`src/rtl/alu_mdu_seq.sv`:
```
// Handshaked integer execute unit: single-cycle ALU ops plus RV32M-style
// multiply/divide on a shared radix-2 iterative datapath, one op in flight.
module alu_mdu_seq #(
  parameter int XLEN = 32
) (
  input  logic            clk,
  input  logic            rst_n,
  input  logic            in_valid,
  output logic            in_ready,
  input  logic [4:0]      op,
  input  logic [XLEN-1:0] src_a,
  input  logic [XLEN-1:0] src_b,
  output logic            out_valid,
  input  logic            out_ready,
  output logic [XLEN-1:0] result,
  output logic            busy
);

  localparam int SHW = $clog2(XLEN);

  localparam logic [4:0] OP_ADD  = 5'b00000;
  localparam logic [4:0] OP_SUB  = 5'b00001;
  localparam logic [4:0] OP_AND  = 5'b00010;
  localparam logic [4:0] OP_OR   = 5'b00011;
  localparam logic [4:0] OP_XOR  = 5'b00100;
  localparam logic [4:0] OP_SLL  = 5'b00101;
  localparam logic [4:0] OP_SRL  = 5'b00110;
  localparam logic [4:0] OP_SLT  = 5'b00111;
  localparam logic [4:0] OP_SRA  = 5'b01110;
  localparam logic [4:0] OP_SLTU = 5'b01111;
  localparam logic [4:0] OP_LUI  = 5'b10000;
  localparam logic [4:0] OP_SLLI = 5'b10001;
  localparam logic [4:0] OP_SRLI = 5'b10010;
  localparam logic [4:0] OP_SRAI = 5'b10011;

  typedef enum logic [1:0] {
    IDLE,
    MUL_BUSY,
    DIV_BUSY,
    DONE
  } state_t;

  state_t state;

  logic [SHW-1:0]    count;
  logic              last;
  logic [2*XLEN-1:0] acc;
  logic [2*XLEN-1:0] mcand;
  logic [XLEN-1:0]   mplier;
  logic              b_signed_q;
  logic              high_q;
  logic [XLEN-1:0]   quo;
  logic [XLEN-1:0]   rem;
  logic [XLEN-1:0]   dvs;
  logic              neg_q;
  logic              neg_r;
  logic              rem_op;

  logic [SHW-1:0]    shamt;
  logic [XLEN-1:0]   alu_res;
  logic              is_mul;
  logic              is_div;
  logic              mul_a_signed;
  logic              div_signed;
  logic              div_zero;
  logic              div_ovf;
  logic              a_neg;
  logic              b_neg;
  logic [XLEN-1:0]   a_mag;
  logic [XLEN-1:0]   b_mag;
  logic [XLEN-1:0]   div_special;

  logic [2*XLEN-1:0] acc_next;
  logic [XLEN:0]     div_trial;
  logic [XLEN:0]     div_diff;
  logic [XLEN-1:0]   quo_next;
  logic [XLEN-1:0]   rem_next;
  logic [XLEN-1:0]   quo_fix;
  logic [XLEN-1:0]   rem_fix;

  assign shamt = src_b[SHW-1:0];
  assign last  = (count == SHW'(XLEN - 1));

  always_comb begin
    alu_res = '0;
    case (op)
      OP_ADD:           alu_res = src_a + src_b;
      OP_SUB:           alu_res = src_a - src_b;
      OP_AND:           alu_res = src_a & src_b;
      OP_OR:            alu_res = src_a | src_b;
      OP_XOR:           alu_res = src_a ^ src_b;
      OP_SLL, OP_SLLI:  alu_res = src_a << shamt;
      OP_SRL, OP_SRLI:  alu_res = src_a >> shamt;
      OP_SRA, OP_SRAI:  alu_res = $signed(src_a) >>> shamt;
      OP_SLT:           alu_res = {{(XLEN-1){1'b0}}, ($signed(src_a) < $signed(src_b))};
      OP_SLTU:          alu_res = {{(XLEN-1){1'b0}}, (src_a < src_b)};
      OP_LUI:           alu_res = src_a << 12;
      default:          alu_res = '0;
    endcase
  end

  // Multiply/divide variants are selected by op[1:0] within their op[4:2] group.
  assign is_mul       = (op[4:2] == 3'b101);
  assign is_div       = (op[4:2] == 3'b110);
  assign mul_a_signed = (op[1:0] != 2'b11);
  assign div_signed   = ~op[0];
  assign div_zero     = (src_b == '0);
  assign div_ovf      = div_signed && (src_a == {1'b1, {(XLEN-1){1'b0}}}) && (src_b == '1);
  assign a_neg        = div_signed & src_a[XLEN-1];
  assign b_neg        = div_signed & src_b[XLEN-1];
  assign a_mag        = a_neg ? -src_a : src_a;
  assign b_mag        = b_neg ? -src_b : src_b;

  always_comb begin
    div_special = '0;
    if (div_zero) begin
      div_special = op[1] ? src_a : '1;
    end else begin
      div_special = op[1] ? '0 : src_a;
    end
  end

  // A signed multiplier's top bit carries weight -2^(XLEN-1), so the last step subtracts.
  always_comb begin
    acc_next = acc;
    if (mplier[0]) begin
      if (last && b_signed_q) begin
        acc_next = acc - mcand;
      end else begin
        acc_next = acc + mcand;
      end
    end
  end

  always_comb begin
    div_trial = {rem, quo[XLEN-1]};
    div_diff  = div_trial - {1'b0, dvs};
    if (!div_diff[XLEN]) begin
      rem_next = div_diff[XLEN-1:0];
      quo_next = {quo[XLEN-2:0], 1'b1};
    end else begin
      rem_next = div_trial[XLEN-1:0];
      quo_next = {quo[XLEN-2:0], 1'b0};
    end
    quo_fix = neg_q ? -quo_next : quo_next;
    rem_fix = neg_r ? -rem_next : rem_next;
  end

  always_ff @(posedge clk or negedge rst_n) begin
    if (!rst_n) begin
      state      <= IDLE;
      in_ready   <= 1'b1;
      out_valid  <= 1'b0;
      busy       <= 1'b0;
      result     <= '0;
      count      <= '0;
      acc        <= '0;
      mcand      <= '0;
      mplier     <= '0;
      b_signed_q <= 1'b0;
      high_q     <= 1'b0;
      quo        <= '0;
      rem        <= '0;
      dvs        <= '0;
      neg_q      <= 1'b0;
      neg_r      <= 1'b0;
      rem_op     <= 1'b0;
    end else begin
      case (state)
        IDLE: begin
          if (in_valid) begin
            count    <= '0;
            in_ready <= 1'b0;
            if (is_mul) begin
              acc        <= '0;
              mcand      <= {{XLEN{mul_a_signed & src_a[XLEN-1]}}, src_a};
              mplier     <= src_b;
              b_signed_q <= ~op[1];
              high_q     <= (op[1:0] != 2'b00);
              busy       <= 1'b1;
              state      <= MUL_BUSY;
            end else if (is_div && !div_zero && !div_ovf) begin
              quo    <= a_mag;
              rem    <= '0;
              dvs    <= b_mag;
              neg_q  <= a_neg ^ b_neg;
              neg_r  <= a_neg;
              rem_op <= op[1];
              busy   <= 1'b1;
              state  <= DIV_BUSY;
            end else begin
              result    <= is_div ? div_special : alu_res;
              out_valid <= 1'b1;
              state     <= DONE;
            end
          end
        end
        MUL_BUSY: begin
          acc    <= acc_next;
          mcand  <= mcand << 1;
          mplier <= mplier >> 1;
          count  <= count + SHW'(1);
          if (last) begin
            result    <= high_q ? acc_next[2*XLEN-1:XLEN] : acc_next[XLEN-1:0];
            busy      <= 1'b0;
            out_valid <= 1'b1;
            state     <= DONE;
          end
        end
        DIV_BUSY: begin
          quo   <= quo_next;
          rem   <= rem_next;
          count <= count + SHW'(1);
          if (last) begin
            result    <= rem_op ? rem_fix : quo_fix;
            busy      <= 1'b0;
            out_valid <= 1'b1;
            state     <= DONE;
          end
        end
        DONE: begin
          if (out_ready) begin
            out_valid <= 1'b0;
            in_ready  <= 1'b1;
            state     <= IDLE;
          end
        end
        default: state <= IDLE;
      endcase
    end
  end

  assert property (@(posedge clk) disable iff (!rst_n)
    (out_valid && !out_ready) |=> (out_valid && $stable(result)));

  assert property (@(posedge clk) disable iff (!rst_n)
    busy |-> (!in_ready && !out_valid));

endmodule

```
`config.mk`:
```
export PLATFORM = sky130hd
export DESIGN_NAME = alu_mdu_seq
export DESIGN_NICKNAME = d
export VERILOG_FILES = /design/src/rtl/alu_mdu_seq.sv
export SDC_FILE = /design/constraint.sdc
export NUM_CORES = 2
export LEC_CHECK = 0
export CAP_MARGIN = 20
export CORE_MARGIN = 1
export CORE_UTILIZATION = 41
export DETAILED_ROUTE_END_ITERATION = 7
export PLACE_DENSITY = 0.57
export SLEW_MARGIN = 10
export SYNTH_ARGS = -nofsm -noshare
export SYNTH_HDL_FRONTEND = slang
export SYNTH_SLANG_ARGS = --single-unit
```
`constraint.sdc`:
```
create_clock -name clk -period 6.83 [get_ports clk]
set_clock_uncertainty 0.1 [all_clocks]
set_input_delay 1.366 -clock clk [delete_from_list [all_inputs] [get_ports clk]]
set_output_delay 1.366 -clock clk [all_outputs]
set_load 0.05 [all_outputs]
```
==> flow_metrics.py <==
metrics = {
    "timing": {
        "min_period_over_period": 0.916,
        "finalSetupViolCount": 0,
        "worst_pin_slew_ns": 1.36,
        "rsz0062_at_grt": "no",
        "drv_slew": 0,
        "timing.fmax_mhz": 160,
        "finalSetupTns_ns": 0,
        "hold_violations": 0,
        "period_minus_slack_ns": 6.26,
        "slew_headroom": 0.0845,
    },
    "synth": {
        "synth_top_cell_by_area": "dfrtp_1",
        "synth_edf_count": 0,
        "yosys_most_used_dff": "dfrtp_1",
        "syn-instance-count": 4452,
        "async_flop_share": 1.00,
        "ys_seq_area_frac": 0.230,
        "ys_top_cells_by_area": "dfrtp_1 (23%), ha_1 (7.8%), o21ai_0 (7.7%)",
        "ys_seq_elements": 303,
        "yosys_warnings": 0,
        "synthTopCellsByCount": "nand2_1 (532), o21ai_0 (507), a21oi_1 (392)",
        "synth_top_area_frac": 0.229,
        "syn_nets": 4735,
        "avgSynthCellArea_um2": 7.40,
        "netlist_area_um2": 32900,
        "yosysMostFrequentCell": "nand2_1",
        "synth.distinct_cells": 93,
    },
    "drt": {
        "drt-met1-wl_mm": 64.1,
        "routed_via_density": 6.31,
        "routed-wl-met3_mm": 13.3,
        "drc": 0,
        "wl_met2_mm": 63.3,
        "vias": 34600,
        "antenna_left": 0,
        "wire_per_inst_um": 27.3,
        "firstDrtPassIters": 7,
        "drt_iter0_drc": 3916,
        "routed_wl_mm": 150,
        "highest_layer": "met5",
    },
    "clock_network": {
        "clk_latency_ns": 0.58,
        "root_buffer": "clkbuf_16",
        "htree_levels": 2,
        "cts_tree": "yes",
        "clk_path_buf_depth": 3,
        "holdBufCountCts": 0,
        "clk_pin_slew_worst_paths_ns": 0.06,
        "cts_made_buffers": 38,
        "clock_sinks": 303,
    },
    "floorplan": {
        "initial_core_util": 0.416,
        "chipHeight_um": 285,
        "dieArea_um2": 81500,
        "die_w_um": 285,
        "num_rows": 103,
        "io_pins": 108,
        "core_area_um2": 79300,
    },
    "grt": {
        "grt_use_total": 0.359,
        "grt-ovfl-total": 0,
        "grt_pass1_vias": 32600,
        "grt_pass1_wl_mm": 220,
        "grt_antenna_before_repair": 5,
        "grt_max_degree": 145,
    },
    "pwr": {
        "pwr-share-clk": 0.152,
        "comb_power_share": 0.621,
        "switching_power_w": 0.00762,
        "powerDensity_nw_per_um2": 392,
        "total_power_w": 0.0143,
        "leakage_nw": 15.9,
        "ir_drop_mv": 0.218,
        "p_seq_frac": 0.226,
        "p_int_w": 0.00665,
        "swShare": 0.534,
    },
    "layout": {
        "drive_above_1_share": 0.0664,
        "utilization": 0.460,
        "fin_nets": 4684,
        "area_growth_syn_to_layout_pct": 10.6,
        "design_area_um2": 36400,
    },
    "placement": {
        "hpwl_mm": 115,
        "io_buffers": 107,
        "dpl_cell_area_um2": 35100,
        "place_congestion": 1.09,
    },
    "critical_path": {
        "crit_chain": "or4_1 -> nor3_2 -> nand2_1 -> or4_4 -> nor3_1 -> nor2_1 -> xnor2_1 -> ha_1 -> a2111o_1 -> o21ai_0 -> nand4_1 -> nand2_1 -> o21ai_0 -> o31ai_1 -> o21a_1 -> a31oi_1 -> xor2_1 -> nand2_1 -> o2111ai_1 -> o221a_2",
        "required_ns": 7.22,
        "worstSetupPathType": "flip-flop to flip-flop",
        "crit_path_start_kind": "flip-flop",
        "crit_path_end_kind": "flip-flop",
        "path_max_fanout": 8,
        "slowest_delay_ns": 0.58,
        "crit_slowest_cell": "o31ai_1",
        "crit_arrival_ns": 6.65,
        "crit_top_cell": "nand2_1",
    },
    "outcome": {
        "status": "finished clean",
    },
    "min_path": {
        "hold_class": "flip-flop to flip-flop",
    },
    "job": {
        "drv_cap": 0,
    },
}
-- path summary, 6_finish.rpt --
path | cells past startpoint | slack (ns) | to | from
setup / recovery | 20 | 0.57 | result[30]$_DFFE_PN0P_ | mcand[12]$_DFFE_PN0P_
hold / removal | 2 | 0.38 | mplier[6]$_DFFE_PN0P_ | mplier[6]$_DFFE_PN0P_
setup reg to reg | 20 | 0.57 | result[30]$_DFFE_PN0P_ | mcand[12]$_DFFE_PN0P_
hold reg to reg | 2 | 0.38 | mplier[6]$_DFFE_PN0P_ | mplier[6]$_DFFE_PN0P_
max in group asynchronous | 2 | 4.41 | mplier[0]$_DFFE_PN0P_ | rst_n
min in group asynchronous | 1 | 0.70 | mcand[44]$_DFFE_PN0P_ | rst_n
-- critical path, delay by kind of cell, from the launching register on --
kind	cells	cell delay [ns]
AO/OA/AOI/OAI	8	2.41
AND/OR/NAND/NOR	9	2.37
XOR/XNOR	2	0.47
flip-flops	1	0.45
adder cells (fa/ha/maj)	1	0.37
-- routing by layer --
metal  global-route usage  vias to the layer above
met2                0.532                     1712
li1                     -                    15900
met1                0.495                    16600
met4                0.185                        8
met3               0.0648                      381
met5                    0                        -
-- sequential cells by signal, summed over array words and instances (netlist names) --
register	flops
count	5
out_valid	1
neg_q	1
rem	32
state	2
neg_r	1
mcand	64
acc	64
busy	1
mplier	32
result	32
b_signed_q	1
high_q	1
quo	32
rem_op	1
in_ready	1
dvs	32
-- final cells by class --
type                       instances  area, um^2
fill                            8143       42800
multi-input combinational       3634       23500
sequential                       303        7580
timing repair buffer             241        2080
tap                             1050        1310
clock buffer                      52        1100
inverter                         183         692
clock inverter                    15         204
antenna                            1        2.50
-- through the flow --
stage	setup WS [ns]	hold slack [ns]	instances
2_1_floorplan	0.717	0.345	4452
3_3_place_gp	0.454	0.363	5411
3_5_place_dp	0.503	0.369	5411
4_1_cts	0.478	0.382	5478
5_1_grt	0.0993	0.398	5478
6_report	0.572	0.381	5479
-- cells in the final DEF, fill, tap and decap left out, types with 24 or more instances in the layout --
cell,count
nand2_1,532
o21ai_0,505
a21oi_1,391
nor2_1,370
dfrtp_1,301
ha_1,204
mux2i_1,202
xnor2_1,183
inv_1,175
nand3_1,141
buf_4,133
xor2_1,101
clkdlybuf4s50_1,100
nor3_1,74
a21o_1,72
nand2b_1,49
o31ai_1,49
a31oi_1,47
nand4_1,47
a211oi_1,43
and3_1,42
o211ai_1,40
clkbuf_16,39
or3_1,33
o21bai_1,31
a221oi_1,31
nor2b_1,27
nor4_1,26
o22ai_1,24
-- power groups by stage --
| stage | Clock [W] | Sequential (W) | Combinational, W |
|---|---|---|---|
| floorplan | 0 | 0.00321 | 0.00543 |
| global route | 0.00227 | 0.00330 | 0.00948 |
| CTS | 0.00221 | 0.00319 | 0.00864 |
| detailed placement | 0 | 0.00322 | 0.00861 |
| global placement | 0 | 0.00321 | 0.00857 |
| finish | 0.00217 | 0.00323 | 0.00887 |
-- cells by family (layout without fill, tap and decap cells) --
| family | after synthesis | in the layout | share of synthesized area |
|---|---|---|---|
| AO/OA/AOI/OAI | 1462 | 1462 | 0.272 |
| AND/OR/NAND/NOR | 1429 | 1429 | 0.199 |
| buffers and inverters | 515 | 491 | 0.0597 |
| flip-flops | 303 | 303 | 0.230 |
| XOR/XNOR | 284 | 284 | 0.0755 |
| multiplexers | 235 | 235 | 0.0781 |
| adder cells (fa/ha/maj) | 224 | 224 | 0.0849 |
| other | 0 | 1 | 0 |
-- what timing repair did --
item	in CTS	in global routing
resized for setup	0	1
endpoints found under the hold margin	0	0
buffers inserted	0	0
setup endpoints to repair	0	1
Note: power is estimated with default switching activity, not from simulation.
